===== config.mk =====
export PLATFORM = sky130hd
export DESIGN_NAME = mdu_iter_unit
export DESIGN_NICKNAME = d
export VERILOG_FILES = /design/src/rtl/mdu_pkg.sv /design/src/rtl/mdu_step.sv /design/src/rtl/mdu_iter_unit.sv
export SDC_FILE = /design/constraint.sdc
export NUM_CORES = 1
export LEC_CHECK = 0
export ABC_CLOCK_PERIOD_IN_PS = 10880
export BUFFER_PORTS_ARGS = -buffer_cell sky130_fd_sc_hd__buf_2
export CAP_MARGIN = 0
export CORE_MARGIN = 3
export CORE_UTILIZATION = 50
export DETAILED_ROUTE_END_ITERATION = 12
export PLACE_DENSITY_LB_ADDON = 0.25
export SETUP_SLACK_MARGIN = 0.5
export SYNTH_ARGS = -nofsm -noshare
export SYNTH_HDL_FRONTEND = slang
export SYNTH_SLANG_ARGS = --single-unit

===== constraint.sdc =====
create_clock -name clk -period 10.88 [get_ports clk]
set_clock_uncertainty 0.15 [all_clocks]
set_input_delay 2.176 -clock clk [delete_from_list [all_inputs] [get_ports clk]]
set_output_delay 2.176 -clock clk [all_outputs]
set_load 0.1 [all_outputs]

===== src/rtl/mdu_pkg.sv =====
// Shared constants and types for the iterative multiply/divide unit.
// The ALU control codes are the same values the ALU decoder emits.
package mdu_pkg;

  localparam int XLEN  = 32;
  localparam int ITER  = 32;
  localparam int CNT_W = $clog2(ITER);

  localparam logic [4:0] ALU_MUL   = 5'b01000;
  localparam logic [4:0] ALU_MULH  = 5'b01001;
  localparam logic [4:0] ALU_MULHU = 5'b01011;
  localparam logic [4:0] ALU_DIV   = 5'b01100;
  localparam logic [4:0] ALU_DIVU  = 5'b01101;
  localparam logic [4:0] ALU_REM   = 5'b01110;
  localparam logic [4:0] ALU_REMU  = 5'b01111;

  typedef enum logic [1:0] {
    IDLE = 2'd0,
    CALC = 2'd1,
    DONE = 2'd2
  } state_t;

  // True for the four divide-family codes (selects the restoring-subtract step).
  function automatic logic is_div_op(input logic [4:0] code);
    return (code == ALU_DIV) || (code == ALU_DIVU) ||
           (code == ALU_REM) || (code == ALU_REMU);
  endfunction

  // True where operands are interpreted as two's complement.
  function automatic logic is_signed_op(input logic [4:0] code);
    return (code == ALU_MUL) || (code == ALU_MULH) ||
           (code == ALU_DIV) || (code == ALU_REM);
  endfunction

endpackage


===== src/rtl/mdu_step.sv =====
// One iteration of the shared datapath.
// mode_div=0: shift-add multiply step on the {hi,lo} accumulator, opnd is
//             the multiplicand magnitude, lo holds the remaining multiplier bits.
// mode_div=1: restoring-divide step; hi is the partial remainder, lo shifts
//             the dividend out at the top and the quotient bits in at the bottom.
module mdu_step
  import mdu_pkg::*;
(
  input  logic            mode_div,
  input  logic [XLEN-1:0] hi_in,
  input  logic [XLEN-1:0] lo_in,
  input  logic [XLEN-1:0] opnd,
  output logic [XLEN-1:0] hi_out,
  output logic [XLEN-1:0] lo_out
);

  logic [XLEN:0] sum;
  logic [XLEN:0] shifted;
  logic          fits;

  // Both step flavours computed combinationally, mode selects which is used.
  always_comb begin
    sum     = {1'b0, hi_in} + (lo_in[0] ? {1'b0, opnd} : '0);
    shifted = {hi_in, lo_in[XLEN-1]};
    fits    = (shifted >= {1'b0, opnd});
    if (mode_div) begin
      // The remainder after a successful subtract is below the divisor, so
      // 32-bit arithmetic is exact here.
      hi_out = fits ? (shifted[XLEN-1:0] - opnd) : shifted[XLEN-1:0];
      lo_out = {lo_in[XLEN-2:0], fits};
    end else begin
      hi_out = sum[XLEN:1];
      lo_out = {sum[0], lo_in[XLEN-1:1]};
    end
  end

endmodule


===== src/rtl/mdu_iter_unit.sv =====
// Iterative RV32M multiply/divide unit with valid/ready handshake.
// Operates on magnitudes and applies the result sign on the final step.
//
// state | meaning
// IDLE  | waiting for an operation, in_ready high
// CALC  | one multiply or divide step per cycle, cnt counts 0..31
// DONE  | result held, out_valid high until out_ready
module mdu_iter_unit
  import mdu_pkg::*;
(
  input  logic            clk,
  input  logic            rst_n,
  input  logic            in_valid,
  output logic            in_ready,
  input  logic [4:0]      alu_ctrl,
  input  logic [XLEN-1:0] src_a,
  input  logic [XLEN-1:0] src_b,
  input  logic            flush,
  output logic            out_valid,
  input  logic            out_ready,
  output logic [XLEN-1:0] result,
  output logic            busy
);

  state_t            state;
  state_t            state_nx;
  logic [CNT_W-1:0]  cnt;
  logic [4:0]        op;
  logic              neg;
  logic [XLEN-1:0]   hi;
  logic [XLEN-1:0]   lo;
  logic [XLEN-1:0]   opnd;

  logic              accept;
  logic              last_step;
  logic              a_neg;
  logic              b_neg;
  logic [XLEN-1:0]   mag_a;
  logic [XLEN-1:0]   mag_b;
  logic              sign_in;
  logic              b_zero;
  logic              div_ovf;
  logic              fast_hit;
  logic [XLEN-1:0]   fast_res;

  logic [XLEN-1:0]   step_hi;
  logic [XLEN-1:0]   step_lo;
  logic [2*XLEN-1:0] prod;
  logic [2*XLEN-1:0] prod_fix;
  logic [XLEN-1:0]   quo_fix;
  logic [XLEN-1:0]   rem_fix;
  logic [XLEN-1:0]   final_res;

  assign accept    = in_valid && in_ready && !flush;
  assign last_step = (cnt == CNT_W'(ITER - 1));

  mdu_step u_step (
    .mode_div (is_div_op(op)),
    .hi_in    (hi),
    .lo_in    (lo),
    .opnd     (opnd),
    .hi_out   (step_hi),
    .lo_out   (step_lo)
  );

  // Operand magnitudes, result sign and the early-completion cases.
  always_comb begin
    a_neg    = is_signed_op(alu_ctrl) && src_a[XLEN-1];
    b_neg    = is_signed_op(alu_ctrl) && src_b[XLEN-1];
    mag_a    = a_neg ? (~src_a + 32'd1) : src_a;
    mag_b    = b_neg ? (~src_b + 32'd1) : src_b;
    b_zero   = (src_b == '0);
    div_ovf  = (src_a == 32'h8000_0000) && (src_b == 32'hFFFF_FFFF);
    sign_in  = 1'b0;
    fast_hit = 1'b0;
    fast_res = '0;
    case (alu_ctrl)
      ALU_MUL, ALU_MULH: sign_in = a_neg ^ b_neg;
      ALU_MULHU: sign_in = 1'b0;
      ALU_DIV: begin
        sign_in = a_neg ^ b_neg;
        if (b_zero) begin
          fast_hit = 1'b1;
          fast_res = 32'hFFFF_FFFF;
        end else if (div_ovf) begin
          fast_hit = 1'b1;
          fast_res = 32'h8000_0000;
        end
      end
      ALU_DIVU: begin
        if (b_zero) begin
          fast_hit = 1'b1;
          fast_res = 32'hFFFF_FFFF;
        end
      end
      ALU_REM: begin
        sign_in = a_neg;
        if (b_zero) begin
          fast_hit = 1'b1;
          fast_res = src_a;
        end else if (div_ovf) begin
          fast_hit = 1'b1;
          fast_res = '0;
        end
      end
      ALU_REMU: begin
        if (b_zero) begin
          fast_hit = 1'b1;
          fast_res = src_a;
        end
      end
      default: begin
        // Codes the unit does not implement complete at once with zero.
        fast_hit = 1'b1;
        fast_res = '0;
      end
    endcase
  end

  // Sign correction applied to the output of the final step.
  always_comb begin
    prod     = {step_hi, step_lo};
    prod_fix = neg ? (~prod + 64'd1) : prod;
    quo_fix  = neg ? (~step_lo + 32'd1) : step_lo;
    rem_fix  = neg ? (~step_hi + 32'd1) : step_hi;
    case (op)
      ALU_MUL:             final_res = prod_fix[XLEN-1:0];
      ALU_MULH, ALU_MULHU: final_res = prod_fix[2*XLEN-1:XLEN];
      ALU_DIV, ALU_DIVU:   final_res = quo_fix;
      ALU_REM, ALU_REMU:   final_res = rem_fix;
      default:             final_res = '0;
    endcase
  end

  // State register.
  always_ff @(posedge clk or negedge rst_n) begin
    if (!rst_n) begin
      state <= IDLE;
    end else begin
      state <= state_nx;
    end
  end

  // Next state and handshake outputs; flush overrides every transition.
  always_comb begin
    state_nx  = state;
    in_ready  = 1'b0;
    out_valid = 1'b0;
    busy      = 1'b0;
    case (state)
      IDLE: begin
        in_ready = 1'b1;
        if (accept) begin
          state_nx = fast_hit ? DONE : CALC;
        end
      end
      CALC: begin
        busy = 1'b1;
        if (last_step) begin
          state_nx = DONE;
        end
      end
      DONE: begin
        busy      = 1'b1;
        out_valid = 1'b1;
        if (out_ready) begin
          state_nx = IDLE;
        end
      end
      default: state_nx = IDLE;
    endcase
    if (flush) begin
      state_nx = IDLE;
    end
  end

  // Operand capture on accept, iteration in CALC, result load on completion.
  always_ff @(posedge clk or negedge rst_n) begin
    if (!rst_n) begin
      cnt    <= '0;
      op     <= '0;
      neg    <= 1'b0;
      hi     <= '0;
      lo     <= '0;
      opnd   <= '0;
      result <= '0;
    end else if (accept) begin
      op   <= alu_ctrl;
      neg  <= sign_in;
      cnt  <= '0;
      hi   <= '0;
      opnd <= is_div_op(alu_ctrl) ? mag_b : mag_a;
      lo   <= is_div_op(alu_ctrl) ? mag_a : mag_b;
      if (fast_hit) begin
        result <= fast_res;
      end
    end else if ((state == CALC) && !flush) begin
      hi  <= step_hi;
      lo  <= step_lo;
      cnt <= cnt + 1'b1;
      if (last_step) begin
        result <= final_res;
      end
    end
  end

endmodule


==> impl_metrics.json <==
{
  "start_util_pct": 51.0,
  "hold_violations": 0,
  "root_buffer": "clkbuf_16",
  "worstReg2RegEnd": "result[13]$_DFFE_PN0P_",
  "num-nets-final": 2345,
  "wl_per_cell_um": 25.6,
  "avgSynthCellArea_um2": 7.24,
  "yosys.area_share.simple_pct": 25.1,
  "syn_nets": 2316,
  "globalRoute.totalOverflow": 0,
  "grt_max_degree": 95,
  "grt.total_usage_pct": 38.9,
  "leakagePower_uw": 0.00708,
  "powerDensity_nw_per_um2": 185,
  "synth_fa_ha_area_share_pct": 6.16,
  "grt_pass1_vias": 16330,
  "status": "completed",
  "relSlewSlack_pct": 14.3,
  "hold_class": "flip-flop to flip-flop",
  "cp_top_family": "simple AND/OR/NAND/NOR gates",
  "ys_types": 106,
  "drcViolationCount": 0,
  "clk_path_buf_depth": 2,
  "n_fill_cell": 3071,
  "synth_seq_area_share_pct": 22.5,
  "core_um2": 30700,
  "synth-compound-area-share_pct": 30.7,
  "synth_edf_count": 0,
  "grt_pass1_wl_um": 100000,
  "critPathMaxFanout": 41,
  "clk_pin_slew_worst_paths_ns": 0.07,
  "dr_wl_met3_um": 6740,
  "end_kind": "flip-flop",
  "cpPeakStageDelay_ns": 0.64,
  "rows": 64,
  "insertion_delay_ns": 0.45,
  "rr_worst_depth": 15,
  "die-area_um2": 33500,
  "peakVddDrop_v": 0.000146,
  "final_common_cell": "nand2_1",
  "top_layer_used": "met4",
  "hold_start": "result[5]$_DFFE_PN0P_",
  "antenna_found_initial": 2,
  "worst_slew_pin_slew_ns": 1.28,
  "holdBufCountCts": 0,
  "cts_tree": "built",
  "power_uw": 3150,
  "globalplace.congestion": 1.07,
  "routed_wirelength_um": 66800,
  "synth.mux.area_fraction_pct": 2.82,
  "mostFrequentLayoutCells": "nand2_1, o21ai_0, nor2_1, a21oi_1, dfrtp_1",
  "ant_nets": 0,
  "period_needed_ns": 6.33,
  "die_h_um": 183,
  "worstPathCellList": "buf_2 -> inv_1 -> ha_1 -> nand3_1 -> or2_2 -> nor3_1 -> nand3_1 -> nor4_1 -> nor3_1 -> buf_4 -> o21ai_2 -> buf_4 -> o21ai_1 -> nor2_1 -> nand2_1 -> o21ai_0 -> a31oi_1",
  "post-cts-setup-buffers": 0,
  "hpwl_um": 52300,
  "tns_ns": 0,
  "slew_violations": 0,
  "finalSetupViolations": 0,
  "start_kind": "input port",
  "rrSetupSlack_ns": 4.65,
  "cts_resized": 0,
  "syn2layout_area_growth_pct": 8.76,
  "h-tree-depth": 4,
  "crit_buf_inv": 4,
  "drt_pass1_iterations": 9,
  "port-buffer-count": 108,
  "rsz0062_at_grt": "no",
  "cts-buffers-inserted": 17,
  "synthArstFlopShare_pct": 100,
  "drive_above_1_share_pct": 10.4,
  "cpMaxStageDelayCell": "nor3_1",
  "io-pin-count": 109,
  "synth_area_um2": 15700,
  "viasPerCell": 6.78,
  "synth_top_family_by_area": "compound AO/OA/AOI/OAI gates",
  "met1Wirelength_um": 26400,
  "synthFlopType": "dfrtp_1",
  "synthesis.instances": 2166,
  "fmax_mhz": 158,
  "yosys_warnings": 0,
  "vias": 17662,
  "min_to": "result[5]$_DFFE_PN0P_",
  "cp.arrival_ns": 6.46,
  "synth_xor_area_share_pct": 7.60,
  "drtIter0Drc": 2573,
  "clock_sinks": 141,
  "dr_wl_met2_um": 29700,
  "die_x_um": 183,
  "worstPathRequired_ns": 11.00,
  "ys_ff_latch": 141,
  "drv_cap": 0,
  "whs_path_depth": 2,
  "r2r_start": "lo[0]$_DFFE_PN0P_",
  "worstSetupPathType": "input port to flip-flop",
  "post-route-period-util_pct": 58.2
}
[worst min-delay path: cells and delay by family, from the launching register on]
kind | cells | cell delay, ns
flops | 1 | 0.35
simple gates | 2 | 0.11
[Yosys cell counts, drive strengths merged (10+ instances only)]
| cell type | number | share of area (%) |
|---|---|---|
| nand2 | 293 | 7.1 |
| o21ai | 225 | 7.2 |
| a21oi | 199 | 6.6 |
| nor2 | 199 | 4.8 |
| dfrtp | 141 | 23 |
| clkbuf | 93 | 2.3 |
| xnor2 | 75 | 4.2 |
| ha | 74 | 5.9 |
| inv | 72 | 1.7 |
| o211ai | 65 | 3.2 |
| xor2 | 61 | 3.4 |
| nor3 | 60 | 2.1 |
| nand3 | 49 | 1.6 |
| nand4 | 48 | 2.2 |
| and2 | 45 | 1.8 |
| a31oi | 43 | 1.7 |
| mux2i | 42 | 2.7 |
| a211oi | 33 | 1.6 |
| buf | 32 | 1.1 |
| o21a | 25 | 1.2 |
| and3 | 22 | 0.91 |
| nor4 | 19 | 0.89 |
| o31ai | 19 | 1.1 |
| a22o | 18 | 1.0 |
| or3 | 18 | 0.72 |
| nand2b | 16 | 0.64 |
| a21o | 14 | 0.67 |
| nor2b | 13 | 0.52 |
| a221oi | 12 | 0.71 |
| o22ai | 11 | 0.44 |
| or2 | 10 | 0.40 |
| or4 | 10 | 0.50 |
[cells by family (layout without fill, tap and decap cells)]
logic type,after synthesis,after routing
AO/OA/AOI/OAI,753,753
XOR/XNOR,136,136
adder cells (fa/ha/maj),76,76
buffers and inverters,197,239
flip-flops,141,141
multiplexers,44,44
other,0,1
AND/OR/NAND/NOR,819,819
[layer usage]
layer / vias to the layer above / global-route usage, %
met4: 0 / 20.2
li1: 7989 / -
met2: 1075 / 60.7
met1: 8417 / 51.2
met5: - / 0
met3: 181 / 7.93
[worst max path at each step]
| stage | from | to | depth (start not counted) |
|---|---|---|---|
| after floorplan | src_b[0] | result[22]$_DFFE_PN0P_ | 14 |
| after global placement | src_b[0] | result[16]$_DFFE_PN0P_ | 17 |
| after detailed placement | src_b[0] | result[16]$_DFFE_PN0P_ | 17 |
| after CTS | src_b[0] | result[16]$_DFFE_PN0P_ | 17 |
| after global routing | src_b[0] | result[29]$_DFFE_PN0P_ | 17 |
| final | src_b[0] | result[16]$_DFFE_PN0P_ | 17 |
[area by class of cell]
cell class                 instances  area, um^2  area share (%)
clock buffer                      19         443            2.60
sequential                       141        3530            20.7
multi-input combinational       1828       11400            66.8
inverter                          72         270            1.58
timing repair buffer             135         749            4.39
clock inverter                    13         178            1.04
antenna                            1        2.50          0.0147
tap                              396         495            2.91
[state kept, by name, indices dropped and copies added, names as in the netlist]
register and cells:
neg 1, cnt 5, hi 32, lo 32
state 2, op 5, opnd 32, result 32
[power by group]
group | internal, uW | switching [uW]
Combinational | 494 | 1240
Sequential | 634 | 133
Clock | 374 | 276
Total | 1500 | 1650
[stage by stage]
step / hold WS [ns] / instance area (um^2) / setup slack (ns) / utilization, % / instances
global placement: 0.325 / 16400 / 4.43 / 53.4 / 2572
global route: 0.370 / 17100 / 4.18 / 55.5 / 2604
detailed placement: 0.329 / 16400 / 4.28 / 53.4 / 2572
floorplan: 0.311 / 15700 / 5.54 / - / 2166
CTS: 0.344 / 17100 / 4.74 / 55.5 / 2604
finish: 0.343 / 17100 / 4.55 / 55.5 / 2605
(Power assumes the default switching activity.)
